## config.mk

```make
export PLATFORM = sky130hd
export DESIGN_NAME = auth_attempt_ctrl
export DESIGN_NICKNAME = d
export VERILOG_FILES = /design/src/rtl/auth_attempt_ctrl.sv
export SDC_FILE = /design/constraint.sdc
export NUM_CORES = 1
export LEC_CHECK = 0
export BUFFER_PORTS_ARGS = -buffer_cell sky130_fd_sc_hd__buf_2
export CAP_MARGIN = 10
export CORE_ASPECT_RATIO = 1.1
export CORE_MARGIN = 10
export CORE_UTILIZATION = 40
export CTS_CLUSTER_DIAMETER = 100
export CTS_CLUSTER_SIZE = 40
export DETAILED_ROUTE_END_ITERATION = 8
export GPL_TIMING_DRIVEN = 1
export PLACE_DENSITY = 0.57
export SYNTH_ARGS = -nofsm -noshare
export SYNTH_HDL_FRONTEND = slang
export SYNTH_SLANG_ARGS = --single-unit
```

## constraint.sdc

```tcl
create_clock -name clk -period 4.8 [get_ports clk]
set_input_delay 0.96 -clock clk [delete_from_list [all_inputs] [get_ports clk]]
set_output_delay 0.96 -clock clk [all_outputs]
set_load 0.01 [all_outputs]
```

## src/rtl/auth_attempt_ctrl.sv

```systemverilog
// auth_attempt_ctrl: turns comparator match/mismatch levels into single
// attempts, opens the lock for a fixed window on a pass, counts consecutive
// failures and imposes a timed lockout with a one-cycle alarm pulse.
module auth_attempt_ctrl #(
  parameter int MAX_FAIL    = 3,
  parameter int FAIL_W      = 3,
  parameter int OPEN_CYCLES = 8,
  parameter int LOCK_CYCLES = 16,
  parameter int TIMER_W     = 8
) (
  input  logic              clk,
  input  logic              rst,
  input  logic              matched,
  input  logic              unmatched,
  output logic              unlock,
  output logic              locked,
  output logic              alarm,
  output logic [FAIL_W-1:0] fail_count
);

  typedef enum logic [1:0] {
    S_IDLE   = 2'b00,
    S_OPEN   = 2'b01,
    S_LOCKED = 2'b10
  } state_t;

  localparam logic [TIMER_W-1:0] OPEN_LOAD = TIMER_W'(OPEN_CYCLES - 1);
  localparam logic [TIMER_W-1:0] LOCK_LOAD = TIMER_W'(LOCK_CYCLES - 1);
  localparam logic [FAIL_W:0]    MAX_EXT   = (FAIL_W + 1)'(MAX_FAIL);

  state_t              state_q, state_d;
  logic [TIMER_W-1:0]  timer_q, timer_d;
  logic [FAIL_W-1:0]   fail_count_q, fail_count_d;
  logic                press_prev_q;
  logic                unlock_q, unlock_d;
  logic                locked_q, locked_d;
  logic                alarm_q, alarm_d;

  logic                press_s;
  logic                evt_s;
  logic                pass_s;
  logic [FAIL_W:0]     fail_inc_s;

  assign press_s    = matched | unmatched;
  assign evt_s      = press_s & ~press_prev_q;
  assign pass_s     = matched & ~unmatched;
  // Extra bit so the increment can never wrap before the compare.
  assign fail_inc_s = {1'b0, fail_count_q} + {{FAIL_W{1'b0}}, 1'b1};

  // State, timer, counter and registered outputs; press_prev resets high so
  // a button held through reset release is not seen as a new attempt.
  always_ff @(posedge clk or posedge rst) begin
    if (rst) begin
      state_q      <= S_IDLE;
      timer_q      <= {TIMER_W{1'b0}};
      fail_count_q <= {FAIL_W{1'b0}};
      press_prev_q <= 1'b1;
      unlock_q     <= 1'b0;
      locked_q     <= 1'b0;
      alarm_q      <= 1'b0;
    end else begin
      state_q      <= state_d;
      timer_q      <= timer_d;
      fail_count_q <= fail_count_d;
      press_prev_q <= press_s;
      unlock_q     <= unlock_d;
      locked_q     <= locked_d;
      alarm_q      <= alarm_d;
    end
  end

  // Next-state, timer and failure-count logic; events only matter in IDLE.
  always_comb begin
    state_d      = state_q;
    timer_d      = timer_q;
    fail_count_d = fail_count_q;
    case (state_q)
      S_IDLE: begin
        if (evt_s) begin
          if (pass_s) begin
            state_d      = S_OPEN;
            timer_d      = OPEN_LOAD;
            fail_count_d = {FAIL_W{1'b0}};
          end else if (fail_inc_s >= MAX_EXT) begin
            state_d      = S_LOCKED;
            timer_d      = LOCK_LOAD;
            fail_count_d = MAX_EXT[FAIL_W-1:0];
          end else begin
            fail_count_d = fail_inc_s[FAIL_W-1:0];
          end
        end else begin
          state_d = S_IDLE;
        end
      end
      S_OPEN: begin
        if (timer_q == {TIMER_W{1'b0}}) begin
          state_d = S_IDLE;
        end else begin
          timer_d = timer_q - {{(TIMER_W-1){1'b0}}, 1'b1};
        end
      end
      S_LOCKED: begin
        if (timer_q == {TIMER_W{1'b0}}) begin
          state_d      = S_IDLE;
          fail_count_d = {FAIL_W{1'b0}};
        end else begin
          timer_d = timer_q - {{(TIMER_W-1){1'b0}}, 1'b1};
        end
      end
      default: begin
        state_d      = S_IDLE;
        timer_d      = {TIMER_W{1'b0}};
        fail_count_d = {FAIL_W{1'b0}};
      end
    endcase
  end

  // Output decode from the upcoming state so outputs are registered yet
  // change on the same edge as the state; alarm marks only the entry edge.
  always_comb begin
    unlock_d = 1'b0;
    locked_d = 1'b0;
    alarm_d  = 1'b0;
    case (state_d)
      S_OPEN:   unlock_d = 1'b1;
      S_LOCKED: begin
        locked_d = 1'b1;
        alarm_d  = (state_q != S_LOCKED);
      end
      default: begin
        unlock_d = 1'b0;
        locked_d = 1'b0;
      end
    endcase
  end

  assign unlock     = unlock_q;
  assign locked     = locked_q;
  assign alarm      = alarm_q;
  assign fail_count = fail_count_q;

endmodule
```

* After elaboration in Yosys (flattened, before gate mapping)
Cells that the tools add are included.
** Word-level totals
- Register bits :: 17
- Logic and storage cells :: 48
- Output and inout bits :: 6
** Operators by class
- Add/sub/neg operators :: 2
- Mux-type cells :: 18
- Bitwise operators :: 6
- Equality and inequality tests :: 9
- Reductions and logical operators :: 5
- Magnitude comparators :: 1
** Operators by type and width (number)
- 2-to-1 mux 8 bit :: 4
- case mux 8 bit (2 select lines) :: 1
- 2-to-1 mux 3 bit :: 4
- case mux 3 bit (3 select lines) :: 1
- zero test 8 bit :: 1
- 2-to-1 mux 2 bit :: 4
- inequality test 2 bit (second input constant) :: 4
- subtractor 8 x 1 -> 8 bit (second input constant) :: 1
- AND reduction 3 bit :: 2
- adder 3 x 1 -> 4 bit (second input constant) :: 1
- == test 2 x 1 -> 1 bit (second input constant) :: 2
- == test 2 bit (second input constant) :: 2
- >= comparator 4 x 2 -> 1 bit (second input constant) :: 1
- case mux 2 bit (2 select lines) :: 1
- 2-to-1 mux 1 bit :: 3
- inequality test 3 bit (second input constant) :: 1
- inverter 1 bit :: 3
- bitwise AND 1 bit :: 2
- zero test 2 bit :: 1
- OR reduction 2 bit :: 1
- OR 1 bit :: 1

* Logic depth before layout (Yosys ltp)
Gate-level depths: netlist of the first run.
- Depth in word-level cells :: 8
- Mapped depth :: 7
- Gate-level depth less buffers :: 6

* Least setup slack after synthesis of the first run
OpenSTA, ideal clock, no wires.
- Path kind :: input -> register
- From :: in matched
- To :: reg timer_q[0]
- Cell stages on the path :: 4
- Setup slack :: 2.622 ns
- Arrival :: 2.053 ns
- Cells stage by stage :: o21bai_1 > a32oi_1 > o21a_1 > mux2_2
** On the way
- Longest elaborated chain between the ends :: 4
- Elaborated cells on any way between the ends :: 9
** RTL lines
- from (decl) :: RTL line 13 : input logic matched,
- bitwise AND 1 bit or OR 1 bit (tied branches) :: RTL line 46, 44
- 2-to-1 mux 8 bit or bitwise AND 1 bit (tied branches) :: RTL line 80, 45
- 2-to-1 mux 8 bit or inequality test 2 bit (tied branches)
- case mux 8 bit (2 select lines) or AND reduction 3 bit (tied branches)
- to (signal assigned) :: RTL line 55 : timer_q <= {TIMER_W{1'b0}};
- to (signal assigned) :: RTL line 63 : timer_q <= timer_d;
- to (decl) :: RTL line 32 : logic [TIMER_W-1:0] timer_q, timer_d;
Parallel ways exist; a longest one is shown, timed or not. The select of a mux whose other input is x is not followed.
A chain may end at the register's enable or synchronous reset.

* Worst setup path after layout of the first run
- From :: reg state_q[0]
- To :: reg timer_q[0]
** On the way
- Longest elaborated chain between the ends :: 4
- Elaborated cells on any way between the ends :: 9
** RTL lines
- from (decl) :: RTL line 31 : state_t state_q, state_d;
- from (signal assigned) :: RTL line 62 : state_q <= state_d;
- == test 2 bit or == test 2 x 1 -> 1 bit (tied branches) :: RTL line 77 : case (state_q)
- OR reduction 2 bit (no source line)
- inequality test 2 bit (no source line)
- AND reduction 3 bit (no source line)
Parallel ways exist; a longest one is shown, timed or not.

==> metrics.txt, run 1 <==
Buf/Inv on CP 1; worst path required time 4.98 ns; Crit Path Class reg -> reg; nets 129; Final TNS setup 0 ns; Critical Path Sink Type flop; worst-margin pin slew 0.655 ns; CTS resizes 0; worst-path cell with the longest stage delay a32oi_1; yosys warns 0; Site Rows 19; Netlist cell types 42; # diodes 0; hold endpoint timer_q[7]; commonest non-fill, non-tap cell in the layout dfrtp_1; asr flop ratio synth 100%; vias per cell 5.74; reg2reg end timer_q[0]; outcome finished clean; DRC 0; Synth Flop Type dfrtp_1; Initial DRC Count 35; Fmax 432 MHz; Post-CTS Setup Bufs 0; area of the mapped netlist 1090 sq um; Clock Skew 0.00877 ns; I/O pin count 10; Pleak 0.533 nW; Critical Path Source Type flop; Finished Cell Area 1170 sq um; Worst EP arrival 2.49 ns; worst skew pair latency 0.29 ns; Hold Startpoint timer_q[7]; clock buffer depth 2; CTS sink count 17; sequential share of power 44.3%; GR Overflow Total 0; antenna violations before repair 0; combinational share of power 39.6%; CTS HTree Levels 1; Clk pwr share 16.0%; Clock Pin Slew Worst Setup and Hold Paths 0.10 ns; Pint 0.290 mW; total wire length 2270 um; drt wl/cell 15.3 um; antenna-violating nets left 0; Tot GR Track Use 9.12%; TritonCTS Buffers 3; vias in the first global route 854; dpl cell area 1150 sq um; DP Wirelength 1750 um; hold-critical path depth 1; Layout area overhead 7.94%; Fin. Hold Viols 0; max cap viols 0; crit path cell chain inv_1 -> ha_1 -> a32oi_1 -> o21a_1 -> mux2_2; Die W 69.7 um; largest net degree at the start of global routing 18; Post-Syn Nets 119; CP max FO 8; top-area cell type share of the netlist area 36.8%; depth of the most critical reg-to-reg path 5; Sw Ratio 40.1%; power density over the cells 413 nW/um^2; placed cell count 144; Port Buffer Count 9; first drt pass iteration count 3; delay-heaviest family, CP compound AO/OA/AOI/OAI gates; Slew Viols, Final 0; die outline height 74.7 um; total power 0.485 mW; Core Area 2540 sq um; flop2flop setup slack 2.49 ns; routed vias 850; RSZ-0062 raised after global routing false; ratio of cells with drive above 1 in the final layout 19.7%; full die area 5210 sq um; Post-synth EDFFs 0; clock root buffer clkbuf_4; most area-consuming cells after synthesis dfrtp_1 (37%), ha_1 (8.1%), mux2_2 (4.1%); Final Util 46.1%; Final Cycle Share 48.2%; CTS tree built; post-synthesis sequential area ratio 39.2%; final std cells w/o fill 148; hold crit path type reg -> reg; CTS Hold Bufs 0; maximum vdd drop 280 uV; synthesized area per cell 10.1 sq um; R2R Path Start state_q[0]; CP peak stage delay 0.55 ns; relative slew slack 56.3%; Critical Path Source state_q[0]; filler cell count 252; Initial Util 42.7%; setup-violating endpoint count in the final report 0; first-pass GRT wire length 3970 um; most frequent cells in the layout dfrtp_1 (16), buf_2 (9), o21ai_0 (8); GPL Wtd Cong 0.800; Syn Inst Count 108; Seq cells post-synth 17; Final Critical Period 2.31 ns; post-synth top area cell dfrtp_1; Switch Pwr 0.195 mW
sequential cells by signal, indices dropped and copies added, names as in the netlist:
register	flops
timer_q	8
fail_count	3
state_q	2
alarm	1
locked	1
press_prev_q	1
unlock	1
cell type report:
cell class	count	area (sq um)	share of cell area [%]
Clock buffer	4	26.3	2.24
Inverter	7	26.3	2.24
Multi-Input combinational cell	80	611	52.0
Sequential cell	17	427	36.4
Tap cell	31	38.8	3.30
Timing Repair Buffer	9	45.0	3.84
Yosys cell counts, types with 2 or more instances:
cell type / n
mux2_2: 4
a22o_1: 2
ha_1: 7
a21oi_1: 3
inv_1: 7
or2_2: 2
a31oi_1: 2
nand2b_1: 5
nor2b_1: 3
and2_1: 3
nor2_1: 2
o21ai_0: 8
nor4_1: 3
o31ai_1: 2
dfrtp_1: 16
o21a_1: 2
a32o_1: 3
o211ai_1: 5
o211ai_2: 2
nand2_1: 5
through the flow:
stage          setup slack (ns)  hold WS, ns
2_1_floorplan              2.62        0.491
3_3_place_gp               2.35        0.506
3_5_place_dp               2.32        0.528
4_1_cts                    2.49        0.557
5_1_grt                    2.31        0.590
6_report                   2.49        0.551
layer usage:
metal | routed length [um] | up-vias | GRT usage (%)
li1 | - | 431 | -
met1 | 1080 | 406 | 10.7
met2 | 1110 | 9 | 16.3
met3 | 44 | 4 | 1.97
met4 | 25 | 0 | 3.29
met5 | 0 | - | 0
cells by family after synthesis:
| logic type | Yosys count | share of synthesized area, % |
|---|---|---|
| and+or+nand+nor | 31 | 17.3 |
| adders and majority gates | 7 | 8.05 |
| DFF | 17 | 39.2 |
| muxes | 4 | 4.14 |
| AOI/OAI and AO/OA | 38 | 26.7 |
| buffers and inverters | 11 | 4.60 |
worst max path at each step:
| stage | cells after the start | slack (ns) | end |
|---|---|---|---|
| after detailed placement | 5 | 2.32 | timer_q[0] |
| after global placement | 5 | 2.35 | timer_q[1] |
| after floorplan | 4 | 2.62 | timer_q[0] |
| after CTS | 5 | 2.49 | timer_q[0] |
| final | 5 | 2.49 | timer_q[0] |
| after global routing | 5 | 2.31 | timer_q[0] |
power by group through the flow:
| stage | registers, mW | clock network, mW | logic (mW) |
|---|---|---|---|
| 2_1_floorplan | 0.211 | 0 | 0.146 |
| 3_3_place_gp | 0.215 | 0 | 0.188 |
| 3_5_place_dp | 0.217 | 0 | 0.193 |
| 4_1_cts | 0.215 | 0.0794 | 0.194 |
| 5_1_grt | 0.221 | 0.0858 | 0.218 |
| 6_report | 0.215 | 0.0777 | 0.192 |
No activity file was read; power rests on OpenSTA's default activity.
==> inputs of run 2 (changes only) <==
--- a/config.mk
+++ b/config.mk
@@ -5,6 +5,7 @@
 export SDC_FILE = /design/constraint.sdc
 export NUM_CORES = 1
 export LEC_CHECK = 0
+export ABC_AREA = 1
 export BUFFER_PORTS_ARGS = -buffer_cell sky130_fd_sc_hd__buf_2
 export CAP_MARGIN = 10
 export CORE_ASPECT_RATIO = 1.1
@@ -14,7 +15,7 @@
 export CTS_CLUSTER_SIZE = 40
 export DETAILED_ROUTE_END_ITERATION = 8
 export GPL_TIMING_DRIVEN = 1
-export PLACE_DENSITY = 0.57
+export PLACE_DENSITY = 0.6
 export SYNTH_ARGS = -nofsm -noshare
 export SYNTH_HDL_FRONTEND = slang
 export SYNTH_SLANG_ARGS = --single-unit
==> constraint.sdc (replaced) <==
create_clock -name clk -period 2.1 [get_ports clk]
set_input_delay 0.42 -clock clk [delete_from_list [all_inputs] [get_ports clk]]
set_output_delay 0.42 -clock clk [all_outputs]
set_load 0.01 [all_outputs]
==> metrics.txt, run 2 <==
Top reg by flops timer_q; worst path required time 2.30 ns; Synth Flop Type dfrtp_1; clock buffer depth 2; CTS Hold Bufs 0; asr flop ratio synth 100%; max cap viols 0; DP Wirelength 1690 um; total power 1.11 mW; antenna-violating nets left 0; most area-consuming cells after synthesis dfrtp_1 (38%), nand2_1 (13%), inv_1 (8.5%); CTS HTree Levels 1; commonest cells in the netlist nand2_1 (37), inv_1 (24), nor2_1 (17); Netlist cell types 22; depth of the most critical reg-to-reg path 8; top-area cell type share of the netlist area 37.6%; largest net degree at the start of global routing 18; TritonCTS Buffers 3; worst-margin pin slew 0.679 ns; GR Overflow Total 0; drt wl/cell 11.8 um; setup-violating endpoint count in the final report 0; # diodes 0; CTS resizes 0; hold crit path type in -> async; Critical Path Source Type flop; worst skew pair latency 0.30 ns; Post-Syn Nets 156; R2R Path Start state_q[0]; routed vias 909; I/O pin count 10; Initial DRC Count 48; maximum vdd drop 477 uV; Core Area 2520 sq um; Largest register FFs 8; first-pass GRT wire length 3740 um; antenna violations before repair 0; Post-synth EDFFs 0; full die area 5120 sq um; Final Cycle Share 78.3%; post-synth top area cell dfrtp_1; delay-heaviest family, CP simple AND/OR/NAND/NOR gates; Slew Viols, Final 0; Seq cells post-synth 17; Layout area overhead 9.41%; Final TNS setup 0 ns; Post-CTS Setup Bufs 0; most numerous cell in the Yosys netlist nand2_1; GPL Wtd Cong 0.844; vias per cell 4.84; CTS sink count 17; Tot GR Track Use 8.80%; die outline height 74.1 um; post-synthesis sequential area ratio 40.1%; power density over the cells 951 nW/um^2; Clock Pin Slew Worst Setup and Hold Paths 0.11 ns; clock root buffer clkbuf_4; flop2flop setup slack 0.45 ns; Die W 69.2 um; commonest non-fill, non-tap cell in the layout nand2_1; DRC 0; Critical Path Source state_q[0]; relative slew slack 54.7%; crit path cell chain inv_1 -> ha_1 -> nand2_1 -> inv_1 -> nand3_1 -> nand3_2 -> o21ai_0 -> nand2_1; CP peak stage delay 0.41 ns; area of the mapped netlist 1060 sq um; outcome finished clean; RSZ-0062 raised after global routing false; nets 169; Clock Skew 0.00856 ns; Final Util 46.2%; CTS tree built; yosys warns 0; vias in the first global route 870; total wire length 2220 um; Critical Path Sink Type flop; Site Rows 19; Fin. Hold Viols 0; ratio of cells with drive above 1 in the final layout 13.4%; synthesized area per cell 7.33 sq um; Initial Util 42.2%; Crit Path Class reg -> reg; Syn Inst Count 145; CP max FO 11; worst-path cell with the longest stage delay dfrtp_1; reg2reg end timer_q[3]; filler cell count 269; Fmax 608 MHz; Pleak 0.668 nW; Buf/Inv on CP 2; Worst EP arrival 1.84 ns; Port Buffer Count 9; most frequent cells in the layout nand2_1 (37), inv_1 (24), nor2_1 (17); Final Critical Period 1.65 ns; first drt pass iteration count 4
==> run 2: changes by cell type after synthesis, moves of 4 or more <==
cell      delta
nor2_1      +15
nand2_1     +32
o211ai_1     -5
inv_1       +17
nand2b_1     -5
mux2_2       -4
nand3_1     +10
==> run 2: stage by stage <==
stage                     hold WS (ns)  cells  setup WS, ns  cell area [sq um]
after global placement           0.474    184         0.529               1140
after CTS                        0.226    188         0.471               1160
after detailed placement         0.475    184         0.486               1140
after floorplan                  0.345    145         0.635               1060
after global routing             0.232    188         0.257               1160
final                            0.200    188         0.455               1160
==> run 2: final cells by class <==
class                   instances  area (sq um)  area share [%]
well taps                      31          38.8            3.33
multi-input cells             103           536            46.0
clock inverters                 1          5.00           0.430
inverters                      24          90.1            7.74
repair buffers                  9          45.0            3.87
clock buffers                   3          22.5            1.94
flip-flops and latches         17           427            36.7
==> run 2: report_power, final <==
part	switching, mW	internal, mW	total [mW]
sequential	0.0666	0.399	0.466
combinational	0.287	0.169	0.456
clock	0.114	0.0709	0.185
==> run 2: routing by layer <==
metal  track usage [%]  wire length [um]  part of all wire [%]
met1              9.44              1030                    46
met2              15.7              1080                    49
met3              2.39                77                   3.5
met4              4.70                33                   1.5
met5                 0                 0                     0
==> run 2: worst max-delay path by stage <==
stage,slack [ns],cells after the start,end
floorplan,0.64,7,timer_q[5]
global placement,0.53,9,timer_q[3]
detailed placement,0.49,9,timer_q[3]
CTS,0.47,8,timer_q[3]
global route,0.26,9,timer_q[3]
finish,0.45,8,timer_q[3]
==> run 2: kinds of logic after synthesis <==
logic type	share of synthesized area (%)
AO/OA/AOI/OAI	7.76
XOR/XNOR	1.65
adder cells (fa/ha/maj)	8.23
buffers and inverters	9.53
flip-flops	40.1
AND/OR/NAND/NOR	32.7
